## src/rtl/prog_loader.sv

```systemverilog
// prog_loader: boot loader and run supervisor for the HLS RV32I core.
// Streams a word image into imem then dmem, holds the core in reset while
// loading, releases it, and counts run cycles until halt or a cycle limit.
// Optional build macro: LOADER_CHECKSUM_EN adds a running 32-bit sum of
// every accepted stream word on the checksum output.
module prog_loader #(
  parameter int ADDR_BITS  = 16,
  parameter int RST_HOLD   = 5,
  parameter int MAX_CYCLES = 50000,
  parameter int CNT_W      = 32
) (
  input  logic                 CLOCK,
  input  logic                 RESET,
  input  logic                 start,
  input  logic                 s_valid,
  output logic                 s_ready,
  input  logic [31:0]          s_data,
  input  logic                 s_last,
  output logic                 imem_we,
  output logic [ADDR_BITS-1:0] imem_waddr,
  output logic [31:0]          imem_wdata,
  output logic                 dmem_we,
  output logic [ADDR_BITS-1:0] dmem_waddr,
  output logic [31:0]          dmem_wdata,
  output logic                 core_rst,
  input  logic                 core_halt,
  output logic                 busy,
  output logic                 done,
  output logic                 timeout,
  output logic                 overflow,
  output logic [CNT_W-1:0]     cycle_count
`ifdef LOADER_CHECKSUM_EN
  ,
  output logic [31:0]          checksum
`endif
);

  localparam logic [2:0] S_IDLE = 3'd0;
  localparam logic [2:0] S_LOAD = 3'd1;
  localparam logic [2:0] S_HOLD = 3'd2;
  localparam logic [2:0] S_RUN  = 3'd3;
  localparam logic [2:0] S_DONE = 3'd4;
  localparam logic [2:0] S_TOUT = 3'd5;

  localparam int HOLD_W = (RST_HOLD > 2) ? $clog2(RST_HOLD) : 1;

  logic [2:0]          state;
  logic [2:0]          state_next;
  logic [ADDR_BITS:0]  ptr;
  logic                ptr_wrapped;
  logic [HOLD_W-1:0]   hold_cnt;
  logic                xfer;
  logic                xfer_write;
  logic                start_load;
  logic                hold_last;
  logic                at_limit;
  logic                cnt_saturated;

  // Handshake and qualifier decode shared by the sequential blocks below
  always_comb begin
    xfer          = s_valid && s_ready;
    xfer_write    = xfer && !ptr_wrapped;
    start_load    = start && ((state == S_IDLE) || (state == S_DONE) ||
                              (state == S_TOUT));
    hold_last     = (hold_cnt == HOLD_W'(RST_HOLD - 1));
    at_limit      = (cycle_count == CNT_W'(MAX_CYCLES - 1));
    cnt_saturated = (cycle_count == {CNT_W{1'b1}});
  end

  // Status outputs are pure decodes of the state register, so they never
  // depend combinationally on stream or core inputs
  always_comb begin
    s_ready  = (state == S_LOAD);
    busy     = (state == S_LOAD) || (state == S_HOLD) || (state == S_RUN);
    core_rst = !((state == S_RUN) || (state == S_DONE));
  end

  // Next-state selection; halt is checked before the cycle limit so a halt
  // landing in the limit cycle still counts as a normal finish
  always_comb begin
    state_next = state;
    case (state)
      S_IDLE, S_DONE, S_TOUT: begin
        if (start_load) begin
          state_next = S_LOAD;
        end
      end
      S_LOAD: begin
        if (xfer && s_last) begin
          state_next = S_HOLD;
        end
      end
      S_HOLD: begin
        if (hold_last) begin
          state_next = S_RUN;
        end
      end
      S_RUN: begin
        if (core_halt) begin
          state_next = S_DONE;
        end else if (at_limit) begin
          state_next = S_TOUT;
        end
      end
      default: begin
        state_next = S_IDLE;
      end
    endcase
  end

  // State register
  always_ff @(posedge CLOCK or negedge RESET) begin
    if (!RESET) begin
      state <= S_IDLE;
    end else begin
      state <= state_next;
    end
  end

  // Word pointer; once it has stepped past the last dmem word it freezes
  // and the wrapped flag marks every further word as discarded
  always_ff @(posedge CLOCK or negedge RESET) begin
    if (!RESET) begin
      ptr         <= '0;
      ptr_wrapped <= 1'b0;
    end else if (start_load) begin
      ptr         <= '0;
      ptr_wrapped <= 1'b0;
    end else if (xfer_write) begin
      ptr <= ptr + (ADDR_BITS + 1)'(1);
      if (ptr == {(ADDR_BITS + 1){1'b1}}) begin
        ptr_wrapped <= 1'b1;
      end
    end
  end

  // Registered imem write port, one-cycle pulse per word aimed at imem
  always_ff @(posedge CLOCK or negedge RESET) begin
    if (!RESET) begin
      imem_we    <= 1'b0;
      imem_waddr <= '0;
      imem_wdata <= '0;
    end else begin
      imem_we <= xfer_write && !ptr[ADDR_BITS];
      if (xfer_write && !ptr[ADDR_BITS]) begin
        imem_waddr <= ptr[ADDR_BITS-1:0];
        imem_wdata <= s_data;
      end
    end
  end

  // Registered dmem write port, one-cycle pulse per word aimed at dmem
  always_ff @(posedge CLOCK or negedge RESET) begin
    if (!RESET) begin
      dmem_we    <= 1'b0;
      dmem_waddr <= '0;
      dmem_wdata <= '0;
    end else begin
      dmem_we <= xfer_write && ptr[ADDR_BITS];
      if (xfer_write && ptr[ADDR_BITS]) begin
        dmem_waddr <= ptr[ADDR_BITS-1:0];
        dmem_wdata <= s_data;
      end
    end
  end

  // Overflow is sticky: any word accepted after the pointer wrapped sets it
  always_ff @(posedge CLOCK or negedge RESET) begin
    if (!RESET) begin
      overflow <= 1'b0;
    end else if (start_load) begin
      overflow <= 1'b0;
    end else if (xfer && ptr_wrapped) begin
      overflow <= 1'b1;
    end
  end

  // Reset-hold timer, counts cycles spent in HOLD and restarts outside it
  always_ff @(posedge CLOCK or negedge RESET) begin
    if (!RESET) begin
      hold_cnt <= '0;
    end else if (state != S_HOLD) begin
      hold_cnt <= '0;
    end else if (!hold_last) begin
      hold_cnt <= hold_cnt + HOLD_W'(1);
    end
  end

  // Run cycle counter; it stops on the exit cycle so its final value is the
  // cycle in which halt or the limit was seen, and it saturates at all-ones
  always_ff @(posedge CLOCK or negedge RESET) begin
    if (!RESET) begin
      cycle_count <= '0;
    end else if (start_load) begin
      cycle_count <= '0;
    end else if ((state == S_RUN) && !core_halt && !at_limit && !cnt_saturated) begin
      cycle_count <= cycle_count + CNT_W'(1);
    end
  end

  // Sticky completion flags, set on the cycle the run ends
  always_ff @(posedge CLOCK or negedge RESET) begin
    if (!RESET) begin
      done    <= 1'b0;
      timeout <= 1'b0;
    end else if (start_load) begin
      done    <= 1'b0;
      timeout <= 1'b0;
    end else if (state == S_RUN) begin
      if (core_halt) begin
        done <= 1'b1;
      end else if (at_limit) begin
        timeout <= 1'b1;
      end
    end
  end

`ifdef LOADER_CHECKSUM_EN
  // Running sum of every accepted word, discarded overflow words included
  always_ff @(posedge CLOCK or negedge RESET) begin
    if (!RESET) begin
      checksum <= '0;
    end else if (start_load) begin
      checksum <= '0;
    end else if (xfer) begin
      checksum <= checksum + s_data;
    end
  end
`endif

endmodule

```

## config.mk

```make
export PLATFORM = sky130hd
export DESIGN_NAME = prog_loader
export DESIGN_NICKNAME = d
export VERILOG_FILES = /design/src/rtl/prog_loader.sv
export SDC_FILE = /design/constraint.sdc
export NUM_CORES = 1
export LEC_CHECK = 0
export BUFFER_PORTS_ARGS = -buffer_cell sky130_fd_sc_hd__buf_4
export CORE_MARGIN = 1.5
export CORE_UTILIZATION = 49
export CTS_BUF_LIST = sky130_fd_sc_hd__clkbuf_8
export CTS_CLUSTER_SIZE = 25
export DETAILED_ROUTE_END_ITERATION = 7
export PLACE_DENSITY = 0.75
export SLEW_MARGIN = 10
export SYNTH_ARGS = -nofsm -noshare
export SYNTH_HDL_FRONTEND = slang
export SYNTH_SLANG_ARGS = --single-unit
```

## constraint.sdc

```tcl
create_clock -name CLOCK -period 3.6 [get_ports CLOCK]
set_clock_uncertainty 0.2 [all_clocks]
set_input_delay 0.9 -clock CLOCK [delete_from_list [all_inputs] [get_ports CLOCK]]
set_output_delay 0.9 -clock CLOCK [all_outputs]
set_load 0.05 [all_outputs]
```

Word-level counts from Yosys, hierarchy flattened

Index checks and enable logic that the tools add are counted.

Register bits: 157
Input bits: 38
Output and inout port bits: 136
Word-level logic and storage cells: 91

Mux-type cells: 24
Add/subtract/negate cells: 3
Eq/ne operators: 16
Reduce and logical (&&, ||, !) cells: 34

Operators with widths:

| operator                                                          | count |
|---|---|
| 32-bit 2-to-1 mux                                                 | 2 |
| 17-bit 2-to-1 mux                                                 | 2 |
| 32-bit by 1-bit adder with 32-bit output, second input constant   | 1 |
| 32-bit by 16-bit == test with 1-bit output, second input constant | 1 |
| 32-bit == test, second input constant                             | 1 |
| 3-bit 2-to-1 mux                                                  | 7 |
| 17-bit by 1-bit adder with 17-bit output, second input constant   | 1 |
| 17-bit == test, second input constant                             | 1 |
| 2-bit nonzero test                                                | 7 |
| 1-bit 2-to-1 mux                                                  | 12 |
| 3-bit one-hot mux with 4 select lines                             | 1 |
| 1-bit logical AND                                                 | 10 |
| 3-bit == test, second input constant                              | 3 |
| 3-bit by 2-bit == test with 1-bit output, second input constant   | 2 |
| 1-bit logical NOT                                                 | 6 |
| 2-bit by 1-bit != test with 1-bit output, second input constant   | 3 |
| 1-bit logical OR                                                  | 5 |
| 2-bit != test, second input constant                              | 2 |
| 2-bit AND reduction                                               | 2 |
| 4-bit AND reduction                                               | 1 |
| 3-bit by 1-bit adder with 3-bit output, second input constant     | 1 |
| 3-bit by 1-bit == test with 1-bit output, second input constant   | 1 |
| 3-bit logical NOT                                                 | 1 |
| 3-bit by 2-bit != test with 1-bit output, second input constant   | 1 |
| 3 further kinds                                                   | 3 |

Logic depth before layout (Yosys ltp)

Word-level depth: 6
Depth in mapped cells: 9

Worst setup path before layout

No wires, ideal clock.

Path kind: register to register
Start: reg cycle_count[0]
End: reg cycle_count[22]
Arrival time: 2.442 ns
Library setup time: 0.132 ns
Cell stages (with the launch flop): 10
Setup slack: 0.827 ns
Required time: 3.268 ns
Clock period less this slack: 2.773 ns
Cell sequence: dfrtp_1 > ha_1 > nand2_1 > or3_1 > nor4_1 > buf_2 > buf_2 > nand4b_1 > xor2_1 > nor2_1

Cells in the longest elaborated chain, start to end: 5

Ends and longest elaborated chain:

| what                                                                                             | line | text |
|---|---|---|
| start: declaration                                                                               | 31   | `output logic [CNT_W-1:0] cycle_count` |
| start signal: assignment                                                                         | 197  | `cycle_count <= cycle_count + CNT_W'(1);` |
| parallel branches: the longest is 5 deep, another holds 32-bit by 1-bit adder with 32-bit output | n/a  |  |

Several ways; the timed one is not identified. The select of a mux whose other input is x is not followed.
A chain may end at the register's enable or synchronous reset.

Final worst setup path

Start: reg cycle_count[16]
End: reg cycle_count[4]

Cells in the longest elaborated chain, start to end: 5

Ends and longest elaborated chain:

| what                                       | line | text |
|---|---|---|
| 32-bit by 16-bit == test with 1-bit output | 66   | `at_limit = (cycle_count == CNT_W'(MAX_CYCLES - 1));` |
| 1-bit logical NOT                          | 196  | `end else if ((state == S_RUN) && !core_halt && !at_limit && !cnt_saturated) begin` |
| 1-bit logical AND                          | 196  |  |
| 1-bit logical AND *                        | 196  |  |
| 2-bit nonzero test (no source line) *      | n/a  |  |

Every way passes the cells marked *; elsewhere a longest branch is shown, timed or not.

==> results.yml <==
power_and_ir_drop:
  power-per-cell-area_mw_per_mm2: 650
  vdd_drop_max_v: 0.000738
  power.static_leakage_nw: 4.36
cts:
  buffer_levels_on_the_longest_clock_path: 2
  buffer_cell_driving_the_clock_tree_root: "sky130_fd_sc_hd__clkbuf_8"
  clkTransAtPathRegs_ps: 90
  ctsResizeCount: 0
  cts-buffers-inserted: 17
  tritoncts: "built"
  insertion_delay_ps: 450
  post_cts_hold_buffer_count: 0
  cts.sinks: 157
  cts.repair_timing.setup_buffer_count: 0
  cts.htree.levels: 4
layout:
  ant_diodes: 0
  fin_util: 0.657
  synthToLayoutAreaGrowth_pct: 29.5
  post_route_cells_drive_above_1_share: 0.426
  total_number_of_nets_in_the_final_design: 783
floorplan:
  core_area_mm2: 0.0134
  design.portCount: 174
  height_of_the_die_um: 121
  initial_utilization: 0.507
  die_width_um: 121
  die_area_mm2: 0.0146
  placement_rows: 42
synth:
  yosysMostFrequentCell: "sky130_fd_sc_hd__dfrtp_1"
  ys_top_cells_by_count: "sky130_fd_sc_hd__dfrtp_1, sky130_fd_sc_hd__mux2_2, sky130_fd_sc_hd__nor2_1"
  synth-edff-count: 0
  synth-main-ff-cell: "sky130_fd_sc_hd__dfrtp_1"
  area_share_of_the_largest_cell_type_after_synthesis: 0.578
  yosysWarningCount: 0
  post_synth.cell_area_avg_um2: 12.0
  synth.yosys.seq_area_share: 0.578
  synth_cells: 565
  distinct_cell_type_count_after_synthesis: 44
  ys_async_sr_fraction: 1.00
  synth.cell_area_mm2: 0.00680
  netlist.top_cell.by_area: "sky130_fd_sc_hd__dfrtp_1"
  synth.top_cells.by_area: "sky130_fd_sc_hd__dfrtp_1, sky130_fd_sc_hd__mux2_2, sky130_fd_sc_hd__nor2_1, sky130_fd_sc_hd__nand2_1, sky130_fd_sc_hd__xnor2_1"
  synth.net_count: 608
  yosys_register_bits: 157
critical_path:
  rr_endpoint: "cycle_count[4]"
  critical_path.most_common_cell: "sky130_fd_sc_hd__or3_1"
  timing.rr.start: "cycle_count[16]"
  timing.setup.critical_path_class: "flop to flop"
  arrival_ps: 2890
  timing.critical_path.cells: "nand4_2 > or4_4 > nor4_4 > or3_1 > or3_1 > a21oi_1"
  crit_path_max_incr_delay_ps: 620
  cp_slowest_cell: "sky130_fd_sc_hd__or4_4"
  startpoint_type: "flop"
  timing.critical_path.required_ps: 3700
  timing.reg2reg.setup_slack_ps: 820
  worstPathMaxFanout: 10
  crit_path_end_kind: "flop"
  timing.reg2reg.worst_path_depth: 6
global_route:
  globalRouteOverflowTotal: 0
  largest_net_degree_at_the_start_of_global_routing: 67
  grt_pass1_vias: 5236
  grt_pass1_wl_um: 26400
  grt_antenna_before_repair: 0
  track_usage: 0.233
sta:
  grt_setup_unrepaired: "no"
  tightestPinTransition_ps: 781
  final_number_of_hold_violating_endpoints: 0
  timing.final.ws_setup_ps: 816
  final-setup-viol-count: 0
  layout_min_cycle_time_ps: 2780
  fraction_of_the_cycle_the_final_worst_path_needs: 0.773
  finalSetupTns_ps: 0
  timing_max_transition_violations_final: 0
  worst_slew_margin_rel: 0.478
  max_freq_mhz: 359
status:
  run_status: "finished, final reports clean"
drt:
  drt_iter0_markers: 381
  post-route-drc-count: 0
  route.detailed.wl_per_inst_um: 17.3
  ant_nets: 0
  drt-pass1-iter-count: 4
  avgViaCountPerCell: 5.45
  wl_um: 16000
  dr_total_vias: 5061
place:
  gpl.final_weighted_congestion: 0.840
  dp_hpwl_um: 11100
  preCtsSetupSlack_ps: 370
  buffer_ports.inserted: 173
worst_hold_path:
  hold_class: "input port to async pin"
job:
  number_of_max_capacitance_violations_reported: 0
==> worst max-delay path by stage <==
stage	startpoint	end	slack (ps)	depth (start not counted)
finish	cycle_count[16]	cycle_count[4]	820	6
floorplan	cycle_count[0]	cycle_count[22]	830	9
global route	state[1]	cycle_count[31]	600	6
detailed placement	core_halt	cycle_count[27]	370	7
global placement	core_halt	cycle_count[27]	410	7
CTS	state[1]	cycle_count[27]	820	6
==> sequential cells by signal, summed over array words and instances, names as in the netlist, 3 cells and up <==
register     cells
dmem_wdata      32
hold_cnt         3
imem_waddr      16
imem_wdata      32
state            3
ptr             17
dmem_waddr      16
cycle_count     32
==> where the power goes <==
part	switching [mW]	internal, mW	leakage, nW
logic	1.34	0.656	2.01
clock network	0.644	0.876	0.241
registers	0.194	2.01	2.11
total	2.18	3.54	4.36
==> through the flow <==
step	hold WS, ps	std cells	power, mW	instance area (um^2)
after detailed placement	277	897	4.25	8340
after CTS	196	929	5.77	8810
final	191	929	5.72	8810
after global routing	208	929	5.98	8810
after floorplan	298	565	3.59	6800
after global placement	270	897	4.19	8340
==> logic make-up (layout without fill, tap and decap cells) <==
kind of cell	Yosys count	count (layout)	synth area share
AND/OR/NAND/NOR	198	198	0.156
flip-flops	157	157	0.578
multiplexers	98	98	0.162
AO/OA/AOI/OAI	42	42	0.0350
buffers and inverters	33	221	0.0193
XOR/XNOR	32	32	0.0412
adder cells (fa/ha/maj)	5	5	0.00920
==> layer usage <==
metal / vias up / GRT usage / wire length (um)
li1: 2329 / - / -
met1: 2553 / 0.301 / 6790
met2: 161 / 0.376 / 8000
met3: 18 / 0.0745 / 1050
met4: 0 / 0.0706 / 204
met5: - / 0 / 0
==> critical path: cells and delay by family (launching register included) <==
kind | cells | cell delay [ps]
AND/OR/NAND/NOR | 5 | 1860
flip-flops | 1 | 520
AO/OA/AOI/OAI | 1 | 60
==> cell type report <==
cell class | count | area (um^2)
Fill cell | 1039 | 4590
Multi-Input combinational cell | 375 | 2760
Inverter | 9 | 33.8
Sequential cell | 157 | 3930
Timing Repair Buffer | 180 | 1390
Clock buffer | 20 | 275
Clock inverter | 12 | 193
Tap cell | 176 | 220
==> cell usage in the layout, fill, tap and decap left out, types with 2 or more instances in the layout <==
cell                        netlist  layout
sky130_fd_sc_hd__buf_4            0     176
sky130_fd_sc_hd__dfrtp_1        157     157
sky130_fd_sc_hd__mux2_2          95      95
sky130_fd_sc_hd__nor2_1          57      55
sky130_fd_sc_hd__nand2_1         42      41
sky130_fd_sc_hd__clkbuf_8         0      20
sky130_fd_sc_hd__a21oi_1         19      19
sky130_fd_sc_hd__xnor2_1         17      17
sky130_fd_sc_hd__nand3_1         16      16
sky130_fd_sc_hd__or3_1           15      15
sky130_fd_sc_hd__xor2_1          15      15
sky130_fd_sc_hd__o21ai_0         13      13
sky130_fd_sc_hd__nand4_1         12      12
sky130_fd_sc_hd__inv_1            9      11
sky130_fd_sc_hd__nor4_1          12      11
sky130_fd_sc_hd__nor3_1           8       8
sky130_fd_sc_hd__nand2b_1         6       6
sky130_fd_sc_hd__nand4b_1         5       5
sky130_fd_sc_hd__ha_1             5       5
sky130_fd_sc_hd__bufinv_16        0       5
sky130_fd_sc_hd__and3_1           4       4
sky130_fd_sc_hd__nor4b_1          4       4
sky130_fd_sc_hd__mux2i_1          3       3
sky130_fd_sc_hd__o21ai_1          3       3
sky130_fd_sc_hd__buf_12           0       3
sky130_fd_sc_hd__and4bb_2         2       2
sky130_fd_sc_hd__nor2_4           0       2
sky130_fd_sc_hd__nor4_2           1       2
sky130_fd_sc_hd__nor4_4           2       2
sky130_fd_sc_hd__and2_1           2       2
sky130_fd_sc_hd__a31oi_1          2       2
sky130_fd_sc_hd__clkinv_2         0       2
sky130_fd_sc_hd__clkinv_4         0       2
Power figures use the tool's default switching activity.
